### src/rtl/neuron_accumulator.sv
// Accumulates a stream of signed 32-bit weighted products into a wide sum.
// Adds the bias, saturates to 32 bits, optionally applies ReLU, and presents one activation per stream.
module neuron_accumulator #(
    parameter int ACC_WIDTH = 40,
    parameter int MAX_TERMS = 256,
    parameter bit RELU_EN   = 1'b1
) (
    input  logic        clk,
    input  logic        rst_n,
    input  logic [31:0] prod_in,
    input  logic        prod_valid,
    input  logic        prod_last,
    output logic        prod_ready,
    input  logic [31:0] bias,
    output logic [31:0] neuron_out,
    output logic        out_valid,
    input  logic        out_ready,
    output logic        sat_flag,
    output logic        trunc_flag
);

    localparam int CNT_W = $clog2(MAX_TERMS + 1);
    localparam int SUM_W = ACC_WIDTH + 1;
    localparam logic [CNT_W-1:0] CNT_MAX = CNT_W'(MAX_TERMS);
    localparam logic signed [SUM_W-1:0] SAT_HI = {{(SUM_W-32){1'b0}}, 32'h7FFF_FFFF};
    localparam logic signed [SUM_W-1:0] SAT_LO = {{(SUM_W-32){1'b1}}, 32'h8000_0000};

    typedef enum logic [1:0] {ACCUM, FINISH, OUTPUT} state_t;

    state_t                        state_q, state_d;
    logic signed [ACC_WIDTH-1:0]   acc_q, acc_d;
    logic [CNT_W-1:0]              count_q, count_d;
    logic [31:0]                   neuron_out_q, neuron_out_d;
    logic                          out_valid_q, out_valid_d;
    logic                          sat_q, sat_d;
    logic                          trunc_q, trunc_d;
    logic                          rdy_en_q;
    logic signed [SUM_W-1:0]       sum;
    logic [31:0]                   sat_val;

    function automatic logic is_sat(input logic signed [SUM_W-1:0] s);
        return (s > SAT_HI) || (s < SAT_LO);
    endfunction

    function automatic logic [31:0] saturate(input logic signed [SUM_W-1:0] s);
        if (s > SAT_HI)
            return 32'h7FFF_FFFF;
        else if (s < SAT_LO)
            return 32'h8000_0000;
        else
            return s[31:0];
    endfunction

    function automatic logic [31:0] relu(input logic [31:0] v);
        return (RELU_EN && v[31]) ? 32'h0 : v;
    endfunction

    // The extra sum bit keeps acc + bias exact even at the accumulator extremes.
    assign sum = {acc_q[ACC_WIDTH-1], acc_q} + {{(SUM_W-32){bias[31]}}, bias};
    assign sat_val = saturate(sum);

    assign prod_ready = (state_q == ACCUM) && rdy_en_q;
    assign neuron_out = neuron_out_q;
    assign out_valid  = out_valid_q;
    assign sat_flag   = sat_q;
    assign trunc_flag = trunc_q;

    always_comb begin
        state_d      = state_q;
        acc_d        = acc_q;
        count_d      = count_q;
        neuron_out_d = neuron_out_q;
        out_valid_d  = out_valid_q;
        sat_d        = sat_q;
        trunc_d      = trunc_q;
        case (state_q)
            ACCUM: begin
                if (prod_valid && prod_ready) begin
                    acc_d   = acc_q + {{(ACC_WIDTH-32){prod_in[31]}}, prod_in};
                    count_d = count_q + CNT_W'(1);
                    if (prod_last) begin
                        state_d = FINISH;
                    end else if (count_q + CNT_W'(1) == CNT_MAX) begin
                        trunc_d = 1'b1;
                        state_d = FINISH;
                    end
                end
            end
            FINISH: begin
                // sat_flag reports saturation before ReLU is applied.
                sat_d        = is_sat(sum);
                neuron_out_d = relu(sat_val);
                out_valid_d  = 1'b1;
                state_d      = OUTPUT;
            end
            OUTPUT: begin
                if (out_ready) begin
                    out_valid_d = 1'b0;
                    acc_d       = '0;
                    count_d     = '0;
                    trunc_d     = 1'b0;
                    state_d     = ACCUM;
                end
            end
            default: state_d = ACCUM;
        endcase
    end

    always_ff @(posedge clk or negedge rst_n) begin
        if (!rst_n) begin
            state_q      <= ACCUM;
            acc_q        <= '0;
            count_q      <= '0;
            neuron_out_q <= '0;
            out_valid_q  <= 1'b0;
            sat_q        <= 1'b0;
            trunc_q      <= 1'b0;
            rdy_en_q     <= 1'b0;
        end else begin
            state_q      <= state_d;
            acc_q        <= acc_d;
            count_q      <= count_d;
            neuron_out_q <= neuron_out_d;
            out_valid_q  <= out_valid_d;
            sat_q        <= sat_d;
            trunc_q      <= trunc_d;
            rdy_en_q     <= 1'b1;
        end
    end

endmodule
### config.mk
export PLATFORM = sky130hd
export DESIGN_NAME = neuron_accumulator
export DESIGN_NICKNAME = d
export VERILOG_FILES = /design/src/rtl/neuron_accumulator.sv
export SDC_FILE = /design/constraint.sdc
export NUM_CORES = 1
export LEC_CHECK = 0
export CORE_MARGIN = 1
export CORE_UTILIZATION = 53
export DETAILED_ROUTE_END_ITERATION = 7
export HOLD_SLACK_MARGIN = 0.06
export PLACE_DENSITY = 0.77
export SLEW_MARGIN = 0
export SYNTH_ARGS = -nofsm -noshare
export SYNTH_HDL_FRONTEND = slang
export SYNTH_SLANG_ARGS = --single-unit
export TNS_END_PERCENT = 10
### constraint.sdc
create_clock -name clk -period 4 [get_ports clk]
set_input_delay 1 -clock clk [delete_from_list [all_inputs] [get_ports clk]]
set_output_delay 1 -clock clk [all_outputs]
set_load 0.02 [all_outputs]
### Yosys cells after proc, flatten, opt, wreduce, memory -nomap -nowiden

Index checks and enable logic that the tools add are counted.

| cells by class | value |
|---|---|
| add/subtract/negate cells | 3 |
| magnitude comparators | 2 |
| equal/unequal tests | 8 |
| multiplexer cells | 20 |
| reduce and logical (&&, ||, !) cells | 10 |

Operators with widths:

| cell | number |
|---|---|
| two-way mux 40 bit | 2 |
| case mux 40 bit (2 select lines) | 1 |
| two-way mux 32 bit | 2 |
| adder 40 x 32 -> 41 bit | 1 |
| greater-than comparator 41 x 32 -> 1 bit (second input constant) | 1 |
| less-than comparator 41 x 32 -> 1 bit (second input constant) | 1 |
| adder 40 bit | 1 |
| two-way mux 31 bit | 1 |
| two-way mux 9 bit | 2 |
| case mux 9 bit (2 select lines) | 1 |
| adder 9 x 1 -> 9 bit (second input constant) | 1 |
| equality test 9 bit (second input constant) | 1 |
| two-way mux 2 bit | 4 |
| case mux 2 bit (3 select lines) | 1 |
| AND reduction 3 bit | 2 |
| AND reduction 5 bit | 1 |
| two-way mux 1 bit | 4 |
| inequality test 2 x 1 -> 1 bit (second input constant) | 2 |
| inequality test 2 bit (second input constant) | 2 |
| case mux 1 bit (2 select lines) | 2 |
| nonzero test 2 bit | 2 |
| inequality test 3 x 2 -> 1 bit (second input constant) | 1 |
| equality test 2 x 1 -> 1 bit (second input constant) | 1 |
| equality test 2 bit (second input constant) | 1 |
| other kinds (4) | 5 |

| word-level totals | value |
|---|---|
| bits in registers | 87 |
| output and inout port bits | 36 |
| word-level logic and storage cells | 51 |

### Logic depth before layout (Yosys ltp)

| depth | value |
|---|---|
| word-level depth | 6 |
| depth in mapped cells | 15 |
| mapped depth without buffers | 14 |

### Least setup slack after synthesis

Ideal clock, no wire load.

| timing | value |
|---|---|
| path type | input-to-reg |
| start | input port bias[0] |
| end | register neuron_out_q[29], in the netlist neuron_out[29] |
| arrival time | 4.020 ns |
| data required time | 3.878 ns |
| path slack | -0.143 ns |
| stages | 15 |
| path buffers | 1 |
| cell sequence | ha_1 > inv_1 > fa_1 > nand2b_1 > a21oi_2 > o211ai_4 > o31ai_4 > o21ai_2 > nor4_2 > o21ai_0 > a2111oi_4 > nand4_2 > nor4_4 > buf_6 > a21oi_2 |

| on the way | value |
|---|---|
| word-level cells in the longest chain between the ends | 5 |
| elaborated cells on any way between the ends | 6 |
| those cells by class | add/sub: 1; order compare: 2; mux: 3 |

Ends and longest elaborated chain:

| element | line | source |
|---|---|---|
| start, declared | 14 | `input logic [31:0] bias,` |
| adder 40 x 32 -> 41 bit (*) | 59 | `assign sum = {acc_q[ACC_WIDTH-1], acc_q} + {{(SUM_W-32){bias[31]}}, bias};` |
| less-than comparator 41 x 32 -> 1 bit | 48 | `else if (s < SAT_LO)` |
| two-way mux 32 bit | 48 |  |
| two-way mux 32 bit (*) | 46 | `if (s > SAT_HI)` |
| two-way mux 31 bit (*) | 55 | `return (RELU_EN && v[31]) ? 32'h0 : v;` |
| end signal, assigned | 123 | `neuron_out_q <= neuron_out_d;` |
| end, declared | 33 | `logic [31:0] neuron_out_q, neuron_out_d;` |

Mark *: on every way between the ends. The rest lies on a longest branch, timed or not.
A chain may end at the register's enable or synchronous reset.

### Final worst setup path

| timing | value |
|---|---|
| start | input port bias[17] |
| end | register neuron_out_q[0], in the netlist neuron_out[0] |

Same word-level chain as after synthesis.

==> summary.txt <==
Routing
  • First-pass DRT Iterations: 5
  • DRC: 0
  • Vias per inst: 6.10
  • Iter 0 DRT Violations: 643
  • Routed Antenna Nets: 0
  • WL final: 26700 µm
  • Vias: 8656
  • DR WL/cell: 18.8 µm

Flow run
  • Max-cap viol count: 0

STA
  • Crit path time final: 4070 ps
  • Slew HR: approximately three fifths
  • RSZ-0062 raised after global routing: true
  • Period utilization: 102%
  • Highest Clock Rate: 246 MHz
  • Clock skew: 7.86 ps
  • Final hold violations: 0
  • Final setup margin: -71.4 ps
  • Slew Viols, Final: 0
  • # setup viols final: 26
  • Final Hold Slack: 492 ps
  • Worst-margin pin slew: ~580 ps

Clock tree
  • CTS Root Cell: clkbuf_16
  • CTS Hold Bufs: 0
  • CTS tree: done
  • CTS sink count: 86
  • Clk slew on worst S/H paths: 70 ps
  • CTS Buf Count: 9
  • Later-pin clock latency in the skew report: 350 ps
  • H-tree levels: 3
  • Clock buffer depth: 2

Setup path
  • Req. time, crit path: 4240 ps
  • Worst-path cell chain: clkdlybuf4s50_1 > ha_4 > a21oi_2 > o21ai_2 > nor2_2 > nand2_1 > o21ai_4 > nor4_4 > or3_4 > a2111oi_4 > nand4_2 > nor4_4 > buf_4 > bufbuf_16 > a21oi_2
  • Reg-to-reg slack, setup: 380 ps
  • Crit Reg-Reg Endpoint: neuron_out[0]$_DFFE_PN0P_
  • Arrival time worst endpoint: 4310 ps
  • Slowest-stage cell, CP: clkdlybuf4s50_1
  • Sum of buffers and inverters on the critical path: 3
  • Crit. End Element: register
  • Type of origin of the critical path: primary input
  • Critical path class: in -> reg
  • CP max stage delay: 530 ps
  • Worst r2r path cells: 17
  • Largest delay contributor family on the critical path: simple AND/OR/NAND/NOR gates
  • RR Startpoint: acc_q[0]$_DFFE_PN0P_
  • Crit. Startpoint: bias[17]
  • Crit-path max FO: 8

Synth
  • Post-synthesis area per instance: 8.16 µm²
  • Sequential area share after synthesis: 27.5%
  • Post-synth ARST share: 100%
  • Cells after synthesis: 960
  • Register bit total from synthesis: 86
  • Yosys cell types: 69
  • Cell area after synthesis: 7830 µm²
  • Post-synth top flop: dfrtp_1
  • Ys Warns: 0
  • Post-synth net total: approximately 1.1k
  • Post-synth EDFFs: 0

Pwr
  • NetSw: 4.34 mW
  • Internal power: 5.04 mW
  • Leak: between 5 and 6 nW
  • Clock power frac: about a tenth
  • Register share of total power: 17.3%
  • PwrDens: 821 nW/µm²
  • Maximum vdd drop: roughly 0.33 mV
  • Combinational share of power: 73.2%
  • Switching share of total power: 46.3%

Global route
  • Gr usage total: 33.1%
  • Pin count of the biggest net entering global routing: between 50 and 60
  • Vias in the first global route: 7962
  • First-pass GRT wire length: 38900 µm
  • Total grt overflow: 0
  • Initial antenna violation count: 1

Layout
  • Final Net Count: 1382
  • Area Overhead vs Synth: 45.8%
  • Most frequent cells in the layout: buf_4 (199), nand2_1 (103), a21oi_1 (90)
  • Commonest non-fill, non-tap cell in the layout: buf_4
  • Cell Count, Final, Fillers Out: ~1.4k
  • Fraction of layout cells with a size suffix above 1: between 20% and 30%
  • Diode count: 0

Die
  • Initial Util: 54.1%
  • Row count: 44
  • Die W: 124 µm
  • Die Y: between 100 and 150 µm
  • Core area: 14500 µm²
  • Total die area: between 15000 and 20000 µm²
  • Ports: about 110

Min path
  • HP Class: reg -> reg
  • Hold EP: out_valid$_DFFE_PN0P_
  • Hold Crit Depth: 1
  • Worst hold path startpoint: out_valid$_DFFE_PN0P_

Place
  • Inst Count DP: 1387
  • HPWL Detailed: 17600 µm
  • Final RePlAce weighted congestion: roughly 0.96
  • PortBufs: roughly 100

Outcome
  • Failing checks: setup timing
  • Outcome: finished, violations left
## sequential cells by signal, summed over array words and instances, names as in the netlist
name and count:
acc_q 40, neuron_out 31, count_q 9, state_q 2, out_valid 1, rdy_en_q 1
sat_flag 1, trunc_flag 1
## final cells by class
cell class,count,area (µm²)
tap,184,230
sequential,86,2150
timing repair buffer,308,2670
clock buffer,11,253
multi-input combinational,805,5980
clock inverter,3,45.0
fill,938,3060
inverter,21,78.8
## through the flow
step | utilization (%) | worst slack [ps] | setup TNS [ps] | power [mW] | instance area (µm²)
after floorplan | - | 21.1 | 0 | 5.10 | 7860
after global placement | 71.4 | -573 | -19320 | 7.34 | 10300
after detailed placement | 71.4 | -652 | -22270 | 7.48 | 10300
after CTS | 75.9 | -70.7 | -70.7 | 8.64 | 11000
after global routing | 78.8 | -172 | -4540 | 9.98 | 11400
final | 78.8 | -71.4 | -1480 | 9.38 | 11400
## power by group through the flow
stage               Combinational (mW)  Sequential (mW)  Clock, mW
finish                            6.86             1.62      0.888
global route                      7.39             1.67      0.921
CTS                               6.17             1.59      0.883
detailed placement                5.89             1.59          0
global placement                  5.78             1.56          0
floorplan                         3.45             1.65          0
## routing by layer
| layer | GRT usage (%) | wire length [µm] | up-vias |
|---|---|---|---|
| met4 | 14.8 | 1200 | 2 |
| li1 | - | - | 4062 |
| met3 | 4.34 | 1540 | 103 |
| met1 | 42.2 | 11100 | 4082 |
| met2 | 55.8 | 12900 | 407 |
| met5 | 0 | 16 | - |
## synth_stat cells, types with 18 or more instances
cell | number | share of area (%)
a21oi_1 | 107 | 6.8
o21ai_0 | 89 | 5.7
ha_1 | 80 | 13
a21o_1 | 31 | 3.0
inv_1 | 21 | 1.0
a21oi_2 | 31 | 3.5
dfrtp_1 | 86 | 27
nand3_1 | 50 | 3.2
nand2_1 | 104 | 5.0
xor2_1 | 26 | 2.9
nand4_1 | 18 | 1.4
xnor2_1 | 44 | 4.9
clkbuf_1 | 40 | 1.9
nor2_1 | 55 | 2.6
## how the worst max path moves through the flow
stage	depth (start not counted)	end	slack (ps)
finish	15	neuron_out[0]$_DFFE_PN0P_	-70
global route	15	neuron_out[29]$_DFFE_PN0P_	-170
CTS	15	acc_q[38]$_DFFE_PN0P_	-70
detailed placement	16	neuron_out[17]$_DFFE_PN0P_	-650
global placement	14	neuron_out[17]$_DFFE_PN0P_	-570
floorplan	13	neuron_out[29]$_DFFE_PN0P_	20
## worst reg2reg max path, stage by stage, from the launching register on
cell and delay (ps):
dfrtp_1 460, ha_4 170, inv_1 50, fa_2 340, nand2b_4 170, a21oi_4 170, o211ai_4 100, buf_4 150
o21ai_2 150, a31oi_2 130, o21a_1 230, xnor2_1 190, a2111oi_4 310, nand4_2 160, nor4_4 240, buf_4 160
bufbuf_16 270, a21oi_2 50
## cell families after synthesis
family | Yosys count | synth area share [%]
compound gates | 355 | 29.1
xor+xnor | 70 | 7.83
fa+ha+maj | 82 | 13.3
buf+inv | 69 | 3.66
flops | 86 | 27.5
mux | 1 | 0.288
other cells | 2 | 0.0959
simple gates | 295 | 18.2
## repair_timing
| item | CTS | global route |
|---|---|---|
| resized for setup | 46 | 74 |
| pin swaps | 24 | 37 |
| setup endpoints to repair | 35 | 41 |
| buffers inserted | 9 | 6 |
| gates cloned | 3 | 0 |
Power figures use the tool's default switching activity.
==> RTL change (config.mk and constraints unchanged) <==
Encoding of `state_t`: now one-hot (3 bits for 3 states).
--- a/src/rtl/neuron_accumulator.sv
+++ b/src/rtl/neuron_accumulator.sv
@@ -25,7 +25,7 @@
     localparam logic signed [SUM_W-1:0] SAT_HI = {{(SUM_W-32){1'b0}}, 32'h7FFF_FFFF};
     localparam logic signed [SUM_W-1:0] SAT_LO = {{(SUM_W-32){1'b1}}, 32'h8000_0000};
 
-    typedef enum logic [1:0] {ACCUM, FINISH, OUTPUT} state_t;
+    typedef enum logic [2:0] {ACCUM = 3'b001, FINISH = 3'b010, OUTPUT = 3'b100} state_t;
 
     state_t                        state_q, state_d;
     logic signed [ACC_WIDTH-1:0]   acc_q, acc_d;
Formal check against the unedited RTL: no difference found for any inputs over 4 cycles, from zero or initial values and one cycle with rst_n low; so few cycles prove little.
==> RTL change against the original RTL <==
Synthesized area up 0.85%; design area up 0.60%; non-clock buffer count down 1; power up 9.6%; clock skew up 0.0021 ns; count of clock-buffer cells in the layout up 1; the run still ends with negative setup slack left; critical path type unchanged; sequential power up 7%; via count up 2.0%; wire length up 3.4%; global-route usage up 0.93 points; worst setup slack better by 0.015 ns; sequential cell count up 1.
==> RTL change: results <==
[routing]
wl_mm = 27.56
vias_per_cell = 6.205
vias = 8830
drtPass1Iterations = 6
drt-initial-drc-count = 747

[sta]
setup_viol = 32
finalClockSkew_ns = 0.009916
setup_ws_ns = -0.05672
fin_setup_tns_ns = -1.237

[yosys]
synthTopCellsByArea = "dfrtp_1 27%, ha_1 13%, a21oi_1 6.9%, nand2_1 4.8%, a21o_1 4.4%"
yosysSeqAreaShare = 0.2759
ys_types = 70
syn_inst = 958
synthesis.nets = 1109
synth_common_cells = "109 x a21oi_1, 101 x nand2_1, 86 x dfrtp_1, 80 x ha_1, 68 x o21ai_0"

[setup_path]
ff2ff_path_depth = 16
crit_start = "bias[0]"
arrival_ns = 4.30
regToRegSetupSlack_ns = 0.08

[final_layout]
drive_above_1_share = 0.2827
nets = 1384

[pwr]
ir_drop_mv = 0.4568
p_leak_nw = 5.268

[placed_design]
dpl.hpwl_mm = 18.01
place_congestion = 0.9424
place_ws_ns = -0.8624

[global_routing]
grt_max_degree = 45

[run_status]
status = "finished, violations left"
violations = "negative setup slack"
==> RTL change: cell count changes after synthesis, sizes merged, moves of 4 or more <==
cell | unedited run | this run
nor2 | 55 | 48
nand3 | 50 | 58
clkbuf | 40 | 35
o21ai | 92 | 88
xnor2 | 44 | 40
nor2b | 5 | 9
a211o | 1 | 6
a21o | 31 | 46
a221oi | 1 | 5
nand4 | 19 | 11
a211oi | 12 | 7
nor3 | 10 | 6
==> RTL change: worst min-delay path by stage <==
stage	end	slack (ns)	cells past startpoint	from
4_1_cts	out_valid	0.49	2	out_valid
2_1_floorplan	acc_q[18]	0.49	2	acc_q[18]
3_5_place_dp	trunc_flag	0.48	1	trunc_flag
5_1_grt	trunc_flag	0.51	1	trunc_flag
6_report	out_valid	0.49	2	out_valid
3_3_place_gp	out_valid	0.46	2	out_valid
==> RTL change: area by class of cell <==
cell class / instances / area, um2
Multi-Input combinational cell: 808 / 6090
Fill cell: 931 / 3049
Timing Repair Buffer: 307 / 2625
Sequential cell: 87 / 2178
Clock buffer: 12 / 236.5
Tap cell: 184 / 230.2
Inverter: 20 / 75.07
Clock inverter: 4 / 47.55
Antenna cell: 1 / 2.502
==> RTL change: cells by family (layout without fill, tap and decap cells) <==
| family | Yosys count | count (layout) | share of synthesized area |
|---|---|---|---|
| flip-flops | 87 | 87 | 0.2759 |
| adder cells (fa/ha/maj) | 82 | 82 | 0.1318 |
| multiplexers | 4 | 4 | 0.005387 |
| XOR/XNOR | 69 | 69 | 0.07748 |
| buffers and inverters | 63 | 343 | 0.03327 |
| AND/OR/NAND/NOR | 293 | 293 | 0.1805 |
| AO/OA/AOI/OAI | 358 | 358 | 0.2947 |
| other | 2 | 3 | 0.0009511 |
==> RTL change: worst max-delay path: stages <==
cell	delay (ns)
buf_8	0.07
ha_4	0.13
inv_2	0.04
fa_2	0.39
nor2b_2	0.15
o211ai_2	0.12
a21oi_2	0.23
o41ai_4	0.11
o31ai_4	0.32
a31oi_4	0.15
o31ai_2	0.24
xor2_1	0.13
or4_4	0.50
nor4_4	0.29
buf_6	0.18
buf_8	0.16
a21oi_2	0.07
==> RTL change: metal layers <==
| layer | share of wire | track usage | vias to the layer above |
|---|---|---|---|
| li1 | - | - | 4058 |
| met1 | 0.41 | 0.4113 | 4188 |
| met2 | 0.47 | 0.5784 | 447 |
| met3 | 0.067 | 0.05266 | 137 |
| met4 | 0.054 | 0.1838 | 0 |
| met5 | 0 | 0 | - |
==> RTL change: timing repair <==
item                       in CTS  in global routing
gates cloned                    3                  0
buffers inserted               25                  8
resized for setup              85                 47
setup endpoints to repair      35                 37
hold endpoints to repair        0                  0
hold buffers                    0                  0
pin swaps                      50                 32
==> RTL change: report_power, final <==
group / internal (mW) / switching [mW]
clock: 0.483 / 0.380
sequential: 1.27 / 0.458
combinational: 3.69 / 3.99
